### src/rtl/multiplexor_arbitrado_2a1.sv
// -----------------------------------------------------------------------------
// multiplexor_arbitrado_2a1
//
// Merges two valid/ready input channels into one registered output stream.
// Arbitration is round-robin. Each output word carries a one-hot source tag on
// Selector (01 = channel 1, 10 = channel 2, 00 = no word), so a downstream
// 1-to-2 demux can route it back by that tag.
//
// Ports:
//   Reloj         clock, rising edge
//   Reset         asynchronous, active-high reset
//   Entrada1/2    channel data (ANCHO bits)
//   Valido1/2     channel word valid
//   Listo1/2      channel word accepted this cycle (combinational grant)
//   Salida        registered output data
//   SalidaValida  output register holds a word
//   SalidaListo   downstream accepts the output word this cycle
//   Selector      source tag of Salida
// -----------------------------------------------------------------------------
module multiplexor_arbitrado_2a1 #(
    parameter int ANCHO = 8
) (
    input  logic             Reloj,
    input  logic             Reset,
    input  logic [ANCHO-1:0] Entrada1,
    input  logic             Valido1,
    output logic             Listo1,
    input  logic [ANCHO-1:0] Entrada2,
    input  logic             Valido2,
    output logic             Listo2,
    output logic [ANCHO-1:0] Salida,
    output logic             SalidaValida,
    input  logic             SalidaListo,
    output logic [1:0]       Selector
);

    typedef enum logic {
        VACIO = 1'b0,
        LLENO = 1'b1
    } estado_t;

    estado_t          estado_p0;
    logic             prioridad_p0;
    logic [ANCHO-1:0] salida_p0;
    logic [1:0]       selector_p0;
    logic             carga;

    // The output slot can take a new word when it is empty or being drained
    // in this same cycle; that is what gives back-to-back throughput.
    assign carga  = (estado_p0 == VACIO) | SalidaListo;

    // When both channels request, prioridad_p0 picks the winner (0 = ch1).
    // A lone requester always wins.
    assign Listo1 = carga & Valido1 & (~Valido2 | ~prioridad_p0);
    assign Listo2 = carga & Valido2 & (~Valido1 |  prioridad_p0);

    // ---- output register stage ----
    always_ff @(posedge Reloj or posedge Reset) begin
        if (Reset) begin
            estado_p0    <= VACIO;
            prioridad_p0 <= 1'b0;
            salida_p0    <= '0;
            selector_p0  <= 2'b00;
        end else if (Listo1) begin
            estado_p0    <= LLENO;
            prioridad_p0 <= 1'b1;
            salida_p0    <= Entrada1;
            selector_p0  <= 2'b01;
        end else if (Listo2) begin
            estado_p0    <= LLENO;
            prioridad_p0 <= 1'b0;
            salida_p0    <= Entrada2;
            selector_p0  <= 2'b10;
        end else if ((estado_p0 == LLENO) && SalidaListo) begin
            // Drained with nothing to replace it; data is left as don't-care.
            estado_p0    <= VACIO;
            selector_p0  <= 2'b00;
        end
    end

    assign Salida       = salida_p0;
    assign SalidaValida = (estado_p0 == LLENO);
    assign Selector     = selector_p0;

endmodule

### config.mk
export PLATFORM = sky130hd
export DESIGN_NAME = multiplexor_arbitrado_2a1
export DESIGN_NICKNAME = d
export VERILOG_FILES = /design/src/rtl/multiplexor_arbitrado_2a1.sv
export SDC_FILE = /design/constraint.sdc
export NUM_CORES = 1
export LEC_CHECK = 0
export BUFFER_PORTS_ARGS = -buffer_cell sky130_fd_sc_hd__buf_2
export CAP_MARGIN = 5
export CORE_MARGIN = 2
export CORE_UTILIZATION = 47
export DETAILED_ROUTE_END_ITERATION = 10
export HOLD_SLACK_MARGIN = 0.05
export PLACE_DENSITY = 0.85
export SETUP_SLACK_MARGIN = 0.02
export SYNTH_ARGS = -nofsm -noshare
export SYNTH_HDL_FRONTEND = slang
export SYNTH_SLANG_ARGS = --single-unit
### constraint.sdc
create_clock -name Reloj -period 3.6 [get_ports Reloj]
set_input_delay 0.18 -clock Reloj [delete_from_list [all_inputs] [get_ports Reloj]]
set_output_delay 0.18 -clock Reloj [all_outputs]
set_load 0.01 [all_outputs]
**Word-level counts from Yosys, hierarchy flattened**

Index checks and enable logic that the tools add are counted.

- Register bits: 12
- Input port bits: 21
- Word-level logic and storage cells: 28

- Mux-type cells: 10
- Bitwise gates (word level): 11
- Reduce and logical (&&, ||, !) cells: 3

Operators by type and width:

| cell | count |
|---|---|
| $mux 8 | 2 |
| $mux 2 | 3 |
| $mux 1 | 5 |
| $and 1x1->1 | 4 |
| $not 1->1 | 4 |
| $or 1x1->1 | 3 |
| $reduce_bool 3->1 | 1 |
| $reduce_bool 2->1 | 1 |
| $logic_and 1x1->1 | 1 |

**Depth between registers and ports, before layout**

Gate-level depths: netlist of the first run.

- Depth after elaboration: 6
- Gate-level depth with buffers: 4

**Least setup slack after synthesis of the first run**

OpenSTA, ideal clock, no wires.

- Kind: flip-flop to output port
- From: register estado_p0, in the netlist SalidaValida
- To: output Listo1
- Arrival time: 1113 ps
- Required time: 3420 ps
- Slack: 2307 ps
- Cell stages (with the launch flop): 5
- Cells stage by stage: dfrtp_1 -> nor2b_1 -> or3_4 -> buf_6 -> inv_2

- Cells in the longest elaborated chain, start to end: 4

Ends and longest elaborated chain:

| item | line | source |
|---|---|---|
| start, declared | 42 | `estado_t estado_p0;` |
| start signal, assigned | 60 | `estado_p0 <= VACIO;` |
| start signal, assigned | 65 | `estado_p0 <= LLENO;` |
| start signal, assigned | 70 | `estado_p0 <= LLENO;` |
| $not 1->1 | 50 | `assign carga = (estado_p0 == VACIO) \| SalidaListo;` |
| $or 1x1->1 | 50 |  |
| $and 1x1->1 (2 in series) | 54 | `assign Listo1 = carga & Valido1 & (~Valido2 \| ~prioridad_p0);` |
| end, declared | 27 | `output logic Listo1,` |

No other way between the ends.

**Final worst setup path of the first run**

Ends and elaborated chain as after synthesis.

==> results of run 1 <==
cells by family after synthesis:
kind of cell	after synthesis	share of synthesized area [%]
muxes	1	1.45
and+or+nand+nor	10	7.99
AOI/OAI and AO/OA	30	35.9
buffers and inverters	17	11.1
DFF	12	43.6
Yosys cell counts (all sizes together):
library cell / instances / share of area [%]
o22ai: 1 / 0.91
o211ai: 9 / 16
nand2: 3 / 1.6
dfrtp: 12 / 44
nand2b: 1 / 0.91
nor2: 3 / 1.6
mux2i: 1 / 1.5
buf: 5 / 4.5
inv: 12 / 6.5
a21oi: 2 / 1.5
nor2b: 1 / 0.91
a221oi: 1 / 1.3
and2: 1 / 1.3
or3: 1 / 1.6
o21ai: 9 / 6.5
o2111ai: 8 / 10
timing repair:
action                                  CTS  global route
hold endpoints to repair                 12             0
endpoints found under the setup margin    0             0
resized for setup                         0             0
hold buffers                              1             0
final cells by class:
| cell class | instances | area, sq um | share of cell area, % |
|---|---|---|---|
| flip-flops and latches | 12 | 300 | 34.3 |
| multi-input cells | 41 | 313 | 35.8 |
| inverters | 12 | 45.0 | 5.15 |
| well taps | 15 | 18.8 | 2.15 |
| clock buffers | 3 | 22.5 | 2.58 |
| repair buffers | 34 | 175 | 20.0 |
sequential cells by signal (all words and copies together) (netlist names):
signal / count
prioridad_p0: 1
SalidaValida: 1
Salida: 8
Selector: 2
critical path: cells and delay by family, from the launching register on:
kind,cells,cell delay (ns)
buffers and inverters,2,0.17
AND/OR/NAND/NOR,2,0.89
flip-flops,1,0.42
cell usage in the layout, fill, tap and decap left out:
cell type | Yosys | final
buf_2 | 4 | 33
dfrtp_1 | 12 | 12
inv_1 | 10 | 10
o21ai_0 | 8 | 8
o2111ai_1 | 8 | 8
o211ai_2 | 8 | 8
nor2_1 | 3 | 3
nand2_1 | 3 | 3
clkbuf_4 | 0 | 3
inv_2 | 2 | 2
a21oi_1 | 2 | 2
and2_4 | 1 | 1
nor2b_1 | 1 | 1
or3_4 | 1 | 1
nand2b_1 | 1 | 1
o211ai_1 | 1 | 1
o22ai_1 | 1 | 1
mux2i_1 | 1 | 1
a221oi_1 | 1 | 1
o21ai_1 | 1 | 1
dlygate4sd3_1 | 0 | 1
power breakdown:
| group | switching [uW] | internal, uW | leakage (uW) |
|---|---|---|---|
| registers | 17.8 | 156 | 0.000145 |
| clock network | 39.9 | 38.6 | 0.0000138 |
| logic | 57.7 | 48.5 | 0.000307 |
per-layer routing:
metal | wire [um] | vias up | track usage (%)
met5 | 0 | - | 0
met4 | 6 | 0 | 7.50
met3 | 95 | 2 | 3.45
met2 | 869 | 21 | 37.5
met1 | 697 | 308 | 25.1
li1 | - | 324 | -
stage by stage:
| step | hold slack [ns] | cells | power [uW] | setup slack [ns] |
|---|---|---|---|---|
| 3_3_place_gp | 0.201 | 113 | 278 | 2.03 |
| 2_1_floorplan | 0.0447 | 70 | 242 | 2.31 |
| 6_report | 0.163 | 117 | 359 | 1.68 |
| 4_1_cts | 0.159 | 117 | 363 | 1.68 |
| 5_1_grt | 0.163 | 117 | 383 | 1.45 |
| 3_5_place_dp | 0.214 | 113 | 283 | 1.97 |
worst paths after layout:
check | depth (start not counted) | from | endpoint
min in group asynchronous | 3 | Reset | Salida[4]
worst min-delay path | 2 | Valido1 | Selector[1]
worst max register to register | 3 | SalidaValida | Salida[2]
max in group asynchronous | 3 | Reset | Selector[0]
worst max-delay path | 4 | SalidaValida | Listo1
worst min register to register | 2 | Selector[0] | Selector[0]
==> results by group, run 1 <==
Status
  – Status: completed

Timing
  – Max Clk Rate: between 500 and 600 MHz
  – Worst-Margin Slew: approximately 0.61 ns
  – RSZ-0062 raised after global routing: no
  – Final Setup Violations: 0
  – Endpoints failing hold: 0
  – Worst slew margin: ~59%
  – Setup TNS: 0 ns
  – Final slew viol count: 0
  – Period minus WS final: 1.92 ns
  – Final period utilization: a little over half
  – Clock Skew: 0.00346 ns

Finish
  – Design area: 875 sq um
  – Area grow syn2layout: 26.9%
  – Final core occ: roughly two thirds
  – Share of cells above drive strength 1: 47.1%
  – Fillers: approximately 120
  – Fin nets: ~130
  – Ant. Diodes: 0

Synthesis
  – Synth Instances: 70
  – Seq/Total Area, Yosys: between 40 and 50%
  – Synth Cell Area: around 690 sq um
  – Flops & latches, synth: 12
  – Yosys Warn Count: 0
  – Syn Area/Cell: 9.85 sq um
  – Unique masters post-synth: 20
  – Syn nets: 91

Power
  – Peak supply drop: about 0.00027 V
  – Leakage: roughly 0.00047 uW
  – Pwr/cell area: ~410 mW/mm^2

Placed design
  – Placed Area: between 800 and 900 sq um
  – Routability Congestion: about 0.74
  – Final HPWL DP: about 1300 um
  – Port Buffers: 33

Clocking
  – Htree depth: 1
  – CTS tree: built
  – Sink Count: 12
  – CTS root buf: clkbuf_4
  – Clock latency at the later pin of the worst-skew pair: between 0.2 and 0.3 ns
  – Buffer count from post-CTS setup fixing: 0
  – CTS max path bufs: 2
  – Clk slew on worst S/H paths: 0.07 ns
  – CTS Buf Count: 3

Drt
  – Wirelength per Cell: approximately 14 um
  – Drt first pass iters: 4
  – Final WL: between 1500 and 2000 um
  – Residual DRC count: 0
  – Iteration-0 DRC Markers: 15
  – Via density: about 5.6
  – Via count: approximately 660
  – Antenna-violating nets left: 0

Worst setup path
  – R2R Setup Slk: approximately 2.1 ns
  – Crit path launch type: flip-flop
  – CP endpoint kind: primary output
  – WP data arrival: about 1.7 ns
  – CP max-delay cell: nor2b_1
  – Slowest Stage Delay on Critical Path: ~0.54 ns
  – Largest fanout on the critical path: 11
  – CP Cell Sequence: nor2b_1 > or3_4 > inv_2 > buf_2
  – WP data required: roughly 3.4 ns
  – Critical path class: flip-flop to primary output

Die
  – Initial core utilization: between 50% and 60%
  – Core area: between 0.001 and 0.0015 sq mm
  – Die Y: 42.3 um
  – Die ar.: roughly 0.0018 sq mm
  – Die W: between 40 and 50 um
  – Io pins: 34
  – FP Rows: 13

GRT
  – First-pass GRT wire length: 2860 um
  – GRT Resource Usage Total: between 20% and 30%
  – Largest net degree at the start of global routing: 14
  – Vias in the first global route: about 680
  – GR Overflow Total: 0
  – Antenna violations before repair: 0

Flow run
  – Max-cap violations: 0

Min path
  – Min-Delay Path Class: input port to flip-flop
No activity file was read; power rests on OpenSTA's default activity.
==> inputs of run 2 (changes only) <==
--- a/config.mk
+++ b/config.mk
@@ -8,10 +8,10 @@
 export BUFFER_PORTS_ARGS = -buffer_cell sky130_fd_sc_hd__buf_2
 export CAP_MARGIN = 5
 export CORE_MARGIN = 2
-export CORE_UTILIZATION = 47
+export CORE_UTILIZATION = 39
 export DETAILED_ROUTE_END_ITERATION = 10
 export HOLD_SLACK_MARGIN = 0.05
-export PLACE_DENSITY = 0.85
+export PLACE_DENSITY = 0.75
 export SETUP_SLACK_MARGIN = 0.02
 export SYNTH_ARGS = -nofsm -noshare
 export SYNTH_HDL_FRONTEND = slang
==> constraint.sdc (replaced) <==
create_clock -name Reloj -period 1.7 [get_ports Reloj]
set_input_delay 0.085 -clock Reloj [delete_from_list [all_inputs] [get_ports Reloj]]
set_output_delay 0.085 -clock Reloj [all_outputs]
set_load 0.01 [all_outputs]
==> run 2 against run 1 <==
Compared with the run above:
- sequential power grew 100%
- critical path depth unchanged
- largest cell class unchanged
- power grew 130%
- worst setup slack lost 1.6 ns
- highest routed layer unchanged
- critical endpoint unchanged
- count of clock-buffer cells in the layout grew 1
==> results by group, run 2 (synthesis results as in run 1) <==
Clocking
  – CTS root buf: clkbuf_4
  – Clk slew on worst S/H paths: about 0.080 ns
  – CTS tree: built
  – CTS Buf Count: 3
  – Buffer count from post-CTS setup fixing: 0
  – Htree depth: 1
  – Clock latency at the later pin of the worst-skew pair: 0.28 ns
  – Sink Count: 12
  – CTS max path bufs: 2

Worst setup path
  – Worst Path Buf+Inv: 2
  – CP top delay family: simple AND/OR/NAND/NOR gates
  – CP Cell Sequence: nor2b_4 > or3_4 > inv_2 > buf_2
  – CP endpoint kind: primary output
  – Largest fanout on the critical path: 11
  – Critical path class: flip-flop to primary output
  – Crit path launch type: flip-flop
  – WP data arrival: 1.50 ns
  – CP max-delay cell: dfrtp_1
  – Slowest Stage Delay on Critical Path: between 0.4 and 0.5 ns
  – WP data required: 1.62 ns

Die
  – Die W: roughly 46 um
  – Die Y: about 46 um
  – FP Rows: 15
  – Core area: around 0.0017 sq mm
  – Die ar.: 0.00212 sq mm
  – Io pins: 34
  – Initial core utilization: 40.8%

Timing
  – Worst slew margin: ~60%
  – Hold Slack: around 0.058 ns
  – Endpoints failing hold: 0
  – Period minus WS final: between 1.5 and 2 ns
  – Final slew viol count: 0
  – Worst-Margin Slew: around 0.60 ns
  – Final period utilization: between 90% and 100%
  – Setup TNS: 0 ns
  – Final Setup Violations: 0
  – RSZ-0062 raised after global routing: no
  – Clock Skew: just over 0.007 ns
  – Max Clk Rate: around 630 MHz

Drt
  – Via count: ~650
  – Final WL: approximately 1700 um
  – Wirelength per Cell: 14.3 um
  – Iteration-0 DRC Markers: 4
  – Residual DRC count: 0
  – Antenna-violating nets left: 0
  – Drt first pass iters: 4
  – Via density: approximately 5.4

GRT
  – Vias in the first global route: around 560
  – Largest net degree at the start of global routing: 14
  – Antenna violations before repair: 0
  – First-pass GRT wire length: ~2500 um
  – GR Overflow Total: 0
  – GRT Resource Usage Total: about 17%

Power
  – Switching share of power: between 30% and 40%
  – Leakage: just under 0.0005 uW
  – Pwr/cell area: slightly above 900 mW/mm^2
  – Int Power: around 570 uW
  – Sequential Power Share: about 42%
  – Switching power total: between 200 and 300 uW
  – Clock power share: 27.9%
  – Peak supply drop: around 0.00044 V
  – Comb power frac: 29.8%

Finish
  – Number of flip-flops in the largest register: 8
  – Most frequent cells in the layout: 33 x buf_2, 12 x dfrtp_1, 10 x inv_1
  – Area grow syn2layout: 31.4%
  – Commonest non-fill, non-tap cell in the layout: buf_2
  – Share of cells above drive strength 1: about half
  – Ant. Diodes: 0
  – Fin nets: approximately 130

Placed design
  – Port Buffers: 33
  – Final HPWL DP: between 1000 and 1500 um
  – Routability Congestion: between 0.7 and 0.8

Flow run
  – Max-cap violations: 0

Min path
  – Min-Delay Path Class: input port to flip-flop

Status
  – Status: completed
-- run 2: layout make-up --
class	instances	area [sq um]
repair buffers	35	183
multi-input cells	41	320
flip-flops and latches	12	300
inverters	12	45.0
clock buffers	4	36.3
well taps	17	21.3
fillers	158	783
-- run 2: power by group through the flow --
stage	logic (uW)	registers, uW	clock network (uW)
floorplan	133	380	0
global placement	242	361	0
detailed placement	247	361	0
CTS	251	356	237
global route	276	360	251
finish	251	356	235
-- run 2: routing by layer --
metal,share of wire [%],track usage (%),up-vias
met1,46,23.3,304
met2,49,23.9,18
met3,3.0,2.78,4
li1,-,-,327
met4,1.9,9.71,0
met5,0,0,-
-- run 2: worst paths after layout --
kind / start / endpoint / slack [ns] / depth (start not counted)
worst min-delay path: Valido1 / Selector[1] / 0.06 / 2
worst max register to register: SalidaValida / Salida[3] / 0.41 / 3
max in group asynchronous: Reset / Salida[5] / 1.03 / 3
worst max-delay path: SalidaValida / Listo1 / 0.12 / 4
worst min register to register: Salida[1] / Salida[1] / 0.52 / 2
min in group asynchronous: Reset / Salida[1] / 0.35 / 3
-- run 2: repair_timing --
item                                   in CTS  in global routing
endpoints found under the hold margin      12                  0
setup endpoints to repair                   1                  1
resized for setup                           1                  1
hold buffers                                1                  0
-- run 2: per-stage QoR --
step                      area, sq um  setup slack [ns]  utilization, %  power [uW]  cells
after floorplan                   689             0.453               -         513     70
after global placement            852             0.241            50.4         603    116
after detailed placement          852             0.155            50.4         608    116
after CTS                         901            0.0607            53.3         844    121
after global routing              906            0.0432            53.6         887    121
final                             906             0.119            53.6         843    121
